$ cat src/rtl/tipi_defs.vh
// Shared TIPI definitions: byte width, default RX FIFO depth and the byte
// reset value. Include-guarded so every file in the slice may include it.
`ifndef TIPI_DEFS_VH
`define TIPI_DEFS_VH

`define TIPI_BYTE_W       8
`define TIPI_RX_DEPTH_DEF 4
`define TIPI_BYTE_ZERO    8'h00

`endif

$ cat src/rtl/tipi_rx_byte_fifo_pkg.sv
// Package for the Pi->TI receive byte FIFO.
// Provides the byte type (bit 0 = MSB, matching the shifter's [0:7] order)
// and the byte reset constant derived from tipi_defs.vh.
`include "tipi_defs.vh"

package tipi_rx_byte_fifo_pkg;

  localparam int unsigned BYTE_W = `TIPI_BYTE_W;

  typedef logic [0:BYTE_W-1] tipi_byte_t;

  localparam tipi_byte_t BYTE_ZERO = `TIPI_BYTE_ZERO;

endpackage

$ cat src/rtl/tipi_fall_edge.sv
// Registered falling-edge detector for Pi-side strobes.
// Ports:
//   clk    in  clock
//   reset  in  synchronous, active-high
//   sig    in  strobe being watched
//   fall   out one-cycle pulse when sig goes 1 -> 0
// Parameter RST_VAL is the value sig_q takes in reset. With RST_VAL = 1 a
// strobe already high at reset release never produces a pulse: the detector
// also stays disarmed until it has seen sig low once, so a high phase that
// straddles reset is swallowed even when it ends after reset is released.
`include "tipi_defs.vh"

module tipi_fall_edge
  import tipi_rx_byte_fifo_pkg::*;
#(
  parameter logic RST_VAL = 1'b1
) (
  input  logic clk,
  input  logic reset,
  input  logic sig,
  output logic fall
);

  logic sig_q;
  logic armed;

  always_ff @(posedge clk) begin
    if (reset) begin
      sig_q <= RST_VAL;
      armed <= 1'b0;
    end else begin
      sig_q <= sig;
      armed <= armed | ~sig;
    end
  end

  assign fall = sig_q & ~sig & armed;

endmodule

$ cat src/rtl/tipi_rx_byte_fifo.sv
// Pi->TI receive byte FIFO, downstream of the 8-bit SIPO shifter.
// Captures one byte per falling edge of the shifter latch enable and holds
// it until the TI side reads it (first-word-fall-through).
// Ports:
//   clk       in   single clock shared with the shifter
//   reset     in   synchronous, active-high
//   byte_in   in   [0:7] shifter parallel output, bit 0 = MSB
//   byte_le   in   shifter latch enable; a falling edge pushes byte_in
//   rd_stb    in   one-cycle pulse pops the head entry
//   ovf_clr   in   clears sticky overflow (only with TIPI_RX_OVF_STICKY_EN)
//   rd_data   out  [0:7] head entry, 8'h00 when empty
//   rd_valid  out  FIFO non-empty
//   full      out  count == DEPTH
//   count     out  [AW:0] entries held
//   overflow  out  a byte was dropped because the FIFO was full
// Configuration macro TIPI_RX_OVF_STICKY_EN:
//   defined   -> overflow is sticky until ovf_clr or reset (set wins)
//   undefined -> overflow is a one-cycle pulse the cycle after a drop
`include "tipi_defs.vh"

module tipi_rx_byte_fifo
  import tipi_rx_byte_fifo_pkg::*;
#(
  parameter int DEPTH = `TIPI_RX_DEPTH_DEF,
  parameter int AW    = 2
) (
  input  logic          clk,
  input  logic          reset,
  input  logic [0:7]    byte_in,
  input  logic          byte_le,
  input  logic          rd_stb,
`ifdef TIPI_RX_OVF_STICKY_EN
  input  logic          ovf_clr,
`endif
  output logic [0:7]    rd_data,
  output logic          rd_valid,
  output logic          full,
  output logic [AW:0]   count,
  output logic          overflow
);

  tipi_byte_t    mem_p0 [DEPTH];
  logic [AW-1:0] wr_ptr;
  logic [AW-1:0] rd_ptr;
  logic [AW:0]   cnt;
  logic          ovf_q;

  logic push;
  logic pop;
  logic push_ok;
  logic drop;

  tipi_fall_edge #(
    .RST_VAL (1'b1)
  ) u_le_fall (
    .clk   (clk),
    .reset (reset),
    .sig   (byte_le),
    .fall  (push)
  );

  assign rd_valid = (cnt != '0);
  assign full     = (cnt == (AW+1)'(DEPTH));
  assign pop      = rd_stb & rd_valid;
  // A pop in the same cycle frees the slot, so a push into a full FIFO
  // still lands when the head is being read.
  assign push_ok  = push & (~full | pop);
  assign drop     = push & full & ~pop;

  // Stage p0: byte capture into storage (data only, never reset)
  always_ff @(posedge clk) begin
    if (push_ok) begin
      mem_p0[wr_ptr] <= byte_in;
    end
  end

  always_ff @(posedge clk) begin
    if (reset) begin
      wr_ptr <= '0;
      rd_ptr <= '0;
      cnt    <= '0;
    end else begin
      if (push_ok) begin
        wr_ptr <= wr_ptr + AW'(1);
      end
      if (pop) begin
        rd_ptr <= rd_ptr + AW'(1);
      end
      cnt <= cnt + {{AW{1'b0}}, push_ok} - {{AW{1'b0}}, pop};
    end
  end

`ifdef TIPI_RX_OVF_STICKY_EN
  always_ff @(posedge clk) begin
    if (reset) begin
      ovf_q <= 1'b0;
    end else if (drop) begin
      ovf_q <= 1'b1;
    end else if (ovf_clr) begin
      ovf_q <= 1'b0;
    end
  end
`else
  always_ff @(posedge clk) begin
    if (reset) begin
      ovf_q <= 1'b0;
    end else begin
      ovf_q <= drop;
    end
  end
`endif

  assign rd_data  = rd_valid ? mem_p0[rd_ptr] : BYTE_ZERO;
  assign count    = cnt;
  assign overflow = ovf_q;

endmodule
$ cat config.mk
export PLATFORM = sky130hd
export DESIGN_NAME = tipi_rx_byte_fifo
export DESIGN_NICKNAME = d
export VERILOG_FILES = /design/src/rtl/tipi_rx_byte_fifo_pkg.sv /design/src/rtl/tipi_fall_edge.sv /design/src/rtl/tipi_rx_byte_fifo.sv
export VERILOG_INCLUDE_DIRS = /design/src /design/src/rtl
export SDC_FILE = /design/constraint.sdc
export NUM_CORES = 1
export LEC_CHECK = 0
export ABC_AREA = 1
export CAP_MARGIN = 40
export CORE_MARGIN = 2
export CORE_UTILIZATION = 53
export CTS_CLUSTER_DIAMETER = 30
export CTS_CLUSTER_SIZE = 24
export DETAILED_ROUTE_END_ITERATION = 16
export GPL_ROUTABILITY_DRIVEN = 0
export PLACE_DENSITY = 0.87
export SKIP_LAST_GASP = 1
export SYNTH_ARGS = -nofsm -noshare
export SYNTH_HDL_FRONTEND = slang
export SYNTH_SLANG_ARGS = --single-unit
$ cat constraint.sdc
create_clock -name clk -period 2.2 [get_ports clk]
set_clock_uncertainty 0.05 [all_clocks]
set_input_delay 0.22 -clock clk [delete_from_list [all_inputs] [get_ports clk]]
set_output_delay 0.22 -clock clk [all_outputs]
set_load 0.05 [all_outputs]
# == After elaboration in Yosys (flattened, before gate mapping) ==
# Memory sizes are Yosys's and may differ from the RTL's. A register that Yosys moved wholly into a read port is not among the register bits.
# Cells that the tools add are included.
# classes
add_sub_neg,4
eq_ne,1
muxes,5
n_bitwise,11
reduce_logical,1
# ops
operator,count
2-to-1 mux 8 bit,1
bitwise AND 1 bit,6
adder 2 x 1 -> 2 bit (second input constant),2
2-to-1 mux 2 bit,2
adder 3 x 1 -> 3 bit,1
== test 3 bit (second input constant),1
inverter 1 bit,3
nonzero test 3 bit,1
subtractor 3 x 1 -> 3 bit,1
2-to-1 mux 1 bit,2
bitwise OR 1 bit,2
# word_totals
regBits,10
ramBits,32
input_bits,12
output_inout_bits,14
elab_cells,29
memories,1
# mem_list
name,depth,width,read_ports,rd_clocked_by_memory_dff,wr,line,rtl
mem_p0,4,8,1,1,1,tipi_rx_byte_fifo.sv:42,tipi_byte_t mem_p0 [DEPTH];

# == Depth between registers and ports, before layout ==
# depth
word_depth,6
mapped_depth,11
depth_no_buf,11

# == Hierarchy ==
# Synthesis repeated with hierarchy kept, for this count alone.
# hier_totals
cells_unflattened,178
hier_area_um2,1854.3
# by_module_without_submodules
module,instances,cells_per_inst,area_each_um2,seq_area_each_um2
tipi_rx_byte_fifo,1,169,1783.0,1161.1
tipi_fall_edge,1,9,71.3,40.0

# == Least setup slack after synthesis ==
# Ideal clock, no wire load.
# synth_path
path_kind,register -> output
start,register cnt[1] (netlist: count[1])
end,output rd_data[0] (netlist name)
arrival_time_ns,2.067
required_time_ns,1.930
setup_slack_ns,-0.137
path_stages_with_launch,5
n_path_buf,0
cell_sequence,dfxtp_1 -> nor2_4 -> nand2_2 -> inv_1 -> a21oi_1
# synth_via
elab_chain_len,2
# synth_lines
element,line,rtl
start: declaration,tipi_rx_byte_fifo.sv:45,logic [AW:0] cnt;
start signal: assignment,tipi_rx_byte_fifo.sv:89,"cnt <= cnt + {{AW{1'b0}}, push_ok} - {{AW{1'b0}}, pop};"
nonzero test 3 bit,tipi_rx_byte_fifo.sv:62,assign rd_valid = (cnt != '0);
net rd_valid,tipi_rx_byte_fifo.sv:36,"output logic rd_valid,"
2-to-1 mux 8 bit,tipi_rx_byte_fifo.sv:113,assign rd_data = rd_valid ? mem_p0[rd_ptr] : BYTE_ZERO;
end: declaration,tipi_rx_byte_fifo.sv:35,"output logic [0:7] rd_data,"
# The timed path passes the listed nets, and every way through them passes these cells.

==> impl_metrics.csv <==
group,metric,value,unit
outcome,result_of_the_run,"completed",
drt,drt-vias-per-instance,4.95,
floorplanning,core,3340,um2
sta,min_period,2.05,ns
final_layout,layout.filler_cells,254,
final_layout,seq_area,1200,um2
clock_network,post_cts_hold_buffer_count,0,
global_routing,gr-total-overflow,0,
pwr,pwr-share-seq,35.9,%
pwr,ir_drop,0.000927,V
place,place_worst_setup_slack,0.171,ns
pwr,net-switching-power,1.19,mW
global_routing,grt_max_degree,18,
logic_synthesis,synth_top_cells_by_count,"sky130_fd_sc_hd__nor2_1 (43), sky130_fd_sc_hd__edfxtp_1 (32), sky130_fd_sc_hd__inv_1 (19)",
final_layout,finalNetCount,227,
clock_network,clock_path_buffers,2,
logic_synthesis,synth_top_cell_area_share,51.9,%
logic_synthesis,post_synth_inst_count,177,
worst_setup_path,setup.reg_to_reg.worst_slack,0.39,ns
worst_setup_path,worstPathRequired,1.93,ns
worst_setup_path,critical_path_class,"reg2out",
floorplanning,ioPinCount,26,
logic_synthesis,synth_area_leader_cell,"sky130_fd_sc_hd__edfxtp_1",
sta,rsz_0062_raised_after_global_routing,"no",
place,io_buffer_count,25,
logic_synthesis,synthFlopType,"sky130_fd_sc_hd__edfxtp_1",
clock_network,post-cts-setup-buffers,0,
logic_synthesis,synth_cell_type_count,23,
drt,post-route-drc-count,0,
pwr,sw_frac_of_total,40.7,%
drt,wirelength,3260,um
sta,worst_max_slew_margin_expressed_relative_to_the_limit,66.7,%
floorplanning,fp-row-count,21,
clock_network,num_cts_buffers,5,
clock_network,clk_latency,0.34,ns
sta,finalSetupViolCount,0,
sta,min_period_over_period,93.0,%
logic_synthesis,ys_seq_elements,44,
logic_synthesis,yosys.cell_count.top_type,"sky130_fd_sc_hd__nor2_1",
final_layout,multi_input_area,532,um2
clock_network,clkSinkCount,44,
worst_setup_path,worst_r2r_path_depth,10,
worst_setup_path,crit_path_start_kind,"flop",
worst_setup_path,r2r-start,"count[1]",
worst_setup_path,timing.rr.end,"count[2]",
place,place_hpwl,2350,um
pwr,power.density_cell_area,1270,nW/um2
final_layout,final_layout_size_suffix_gt1_share,12.9,%
floorplanning,initial_standard_cell_utilization_of_the_core,55.5,%
logic_synthesis,synth-async-reset-ratio,0,%
final_layout,antenna-diode-count,0,
sta,post-route-worst-setup-slack,0.155,ns
final_layout,final_cell_count_no_fill,256,
drt,detail-route-antenna-nets,0,
global_routing,via_count_of_the_first_global_routing_pass,1261,
sta,timing_hold_violations_final,0,
floorplanning,fp.dieW,63.1,um
pwr,total_leakage_power,0.888,nW
worst_setup_path,endpoint_kind,"output port",
sta,drv_slew,0,
clock_network,tritoncts,"yes",
logic_synthesis,synth_sequential_area_ratio,64.9,%
clock_network,clock_input_transition_at_the_sequential_cells_of_the_worst_setup_and_hold_paths,0.12,ns
min_path,hold_depth,2,
logic_synthesis,synth_edf_count,32,
run,drv.max_cap_violation_count,0,
logic_synthesis,mappedNetlistArea,1850,um2
min_path,min_delay_worst_endpoint,"u_le_fall.armed",
drt,post_drt_wl_per_cell,12.7,um
drt,drt_pass1_iterations,4,
clock_network,cell_at_the_root_of_the_clock_tree,"sky130_fd_sc_hd__clkbuf_4",
pwr,internal,1.73,mW
min_path,min-delay-path-class,"reg2reg",
place,placedCellCount,248,
final_layout,postLayoutCellArea,2300,um2
drt,detail_route.iter0.violations,42,
global_routing,antenna_found_initial,0,
clock_network,htree_levels,2,
logic_synthesis,synthesis.area_per_instance,10.5,um2
sta,fin_hold_ws,0.414,ns
drt,vias,1268,
logic_synthesis,synth_fp_nets,195,
logic_synthesis,synth.area.top_cells,"sky130_fd_sc_hd__edfxtp_1 (52%), sky130_fd_sc_hd__dfxtp_1 (13%), sky130_fd_sc_hd__nor2_1 (8.7%)",
sta,max_clock_freq,0.489,GHz
logic_synthesis,ys_warn_count,0,
final_layout,syn_to_final_growth,24.3,%
place,dpl_cell_area,2220,um2
floorplanning,die-area,3980,um2
worst_setup_path,critPathMaxFanout,9,
floorplanning,floorplan.die.height,63.1,um
global_routing,first_pass_grt_wire_length,5450,um
min_path,hold_path.startpoint,"u_le_fall.armed",
pwr,clock_power_share,16.2,%
worst_setup_path,arrival,1.78,ns
global_routing,grtUsageTotal,18.2,%
final_layout,fin_util,69.0,%
pwr,combPwrFrac,48.0,%
sta,actual_transition_at_the_worst_max_transition_pin,0.499,ns
==> cell families (layout without fill, tap and decap cells) <==
| group | Yosys count | in the layout | synth area share, % |
|---|---|---|---|
| simple gates | 73 | 73 | 16.4 |
| flops | 44 | 44 | 64.9 |
| compound gates | 29 | 29 | 7.84 |
| buf+inv | 25 | 58 | 6.35 |
| fa+ha+maj | 6 | 6 | 4.46 |
==> what timing repair did <==
| item | CTS | global route |
|---|---|---|
| endpoints found under the setup margin | 1 | 1 |
| endpoints found under the hold margin | 0 | 0 |
| pin swaps | 0 | 0 |
| resized for setup | 1 | 1 |
==> layout by cell type, fill, tap and decap left out <==
cell                               n
sky130_fd_sc_hd__dlymetal6s2s_1    1
sky130_fd_sc_hd__inv_1            19
sky130_fd_sc_hd__clkdlybuf4s50_1  16
sky130_fd_sc_hd__dfxtp_2           1
sky130_fd_sc_hd__nand3_2           1
sky130_fd_sc_hd__dfxtp_1          11
sky130_fd_sc_hd__clkbuf_1          1
sky130_fd_sc_hd__a21oi_1          13
sky130_fd_sc_hd__o21ai_1          10
sky130_fd_sc_hd__ha_1              5
sky130_fd_sc_hd__buf_4             6
sky130_fd_sc_hd__fa_1              1
sky130_fd_sc_hd__nand2_1          18
sky130_fd_sc_hd__nor2_1           43
sky130_fd_sc_hd__nor2_4            1
sky130_fd_sc_hd__or2_2             1
sky130_fd_sc_hd__inv_2             1
sky130_fd_sc_hd__nand2_2           1
sky130_fd_sc_hd__nor3_1            1
sky130_fd_sc_hd__clkinv_2          1
sky130_fd_sc_hd__nand3_1           6
sky130_fd_sc_hd__clkbuf_4          5
sky130_fd_sc_hd__o21ai_0           6
sky130_fd_sc_hd__buf_12            7
sky130_fd_sc_hd__bufinv_16         1
sky130_fd_sc_hd__nor2_2            1
sky130_fd_sc_hd__edfxtp_1         32
==> power by group through the flow <==
stage	Clock [mW]	Sequential [mW]	Combinational, mW
after floorplan	0	1.09	0.829
after CTS	0.485	1.05	1.41
after global placement	0	1.06	1.38
final	0.472	1.05	1.40
after global routing	0.523	1.06	1.49
after detailed placement	0	1.06	1.41
==> stage by stage <==
stage,power [mW],TNS (ns)
2_1_floorplan,1.92,-1.09
3_3_place_gp,2.44,0
3_5_place_dp,2.47,0
4_1_cts,2.95,0
5_1_grt,3.07,0
6_report,2.92,0
==> how the worst max path moves through the flow <==
stage | start | end | slack [ns] | cells after the start
2_1_floorplan | count[1] | rd_data[0] | -0.14 | 4
3_3_place_gp | rd_stb | count[2] | 0.22 | 10
3_5_place_dp | rd_stb | count[2] | 0.17 | 10
4_1_cts | count[1] | rd_valid | 0.06 | 3
5_1_grt | flop | rd_data[6] | 0.03 | 5
6_report | flop | rd_data[3] | 0.15 | 5
==> registers in the layout, summed over array words and instances, names as in the netlist, named ones only <==
| signal | cells |
|---|---|
| count | 3 |
| mem_p0 | 32 |
| overflow | 1 |
| rd_ptr | 2 |
| u_le_fall.armed | 1 |
| u_le_fall.sig_q | 1 |
| wr_ptr | 2 |
==> final cells by class <==
| cell class | count | area share, % |
|---|---|---|
| inverter | 20 | 3.26 |
| multi-input combinational | 108 | 23.1 |
| clock buffer | 6 | 1.79 |
| timing repair buffer | 30 | 15.6 |
| tap | 46 | 2.50 |
| clock inverter | 2 | 1.52 |
| sequential | 44 | 52.3 |
==> worst max-delay path, stage by stage (launching register included) <==
cell                      delay [ns]
sky130_fd_sc_hd__dfxtp_1        0.54
sky130_fd_sc_hd__inv_1          0.23
sky130_fd_sc_hd__nor2_1         0.15
sky130_fd_sc_hd__o21ai_1        0.07
sky130_fd_sc_hd__a21oi_1        0.25
sky130_fd_sc_hd__buf_12         0.18
==> layer usage <==
layer | share of wire [%] | up-vias | global-route usage [%] | routed length (um)
met2 | 55 | 27 | 32.4 | 1790
li1 | - | 643 | - | -
met5 | 0 | - | 0 | 0
met1 | 40 | 590 | 20.8 | 1300
met3 | 3.5 | 8 | 4.82 | 113
met4 | 1.8 | 0 | 6.67 | 59
No activity file was read; power rests on OpenSTA's default activity.
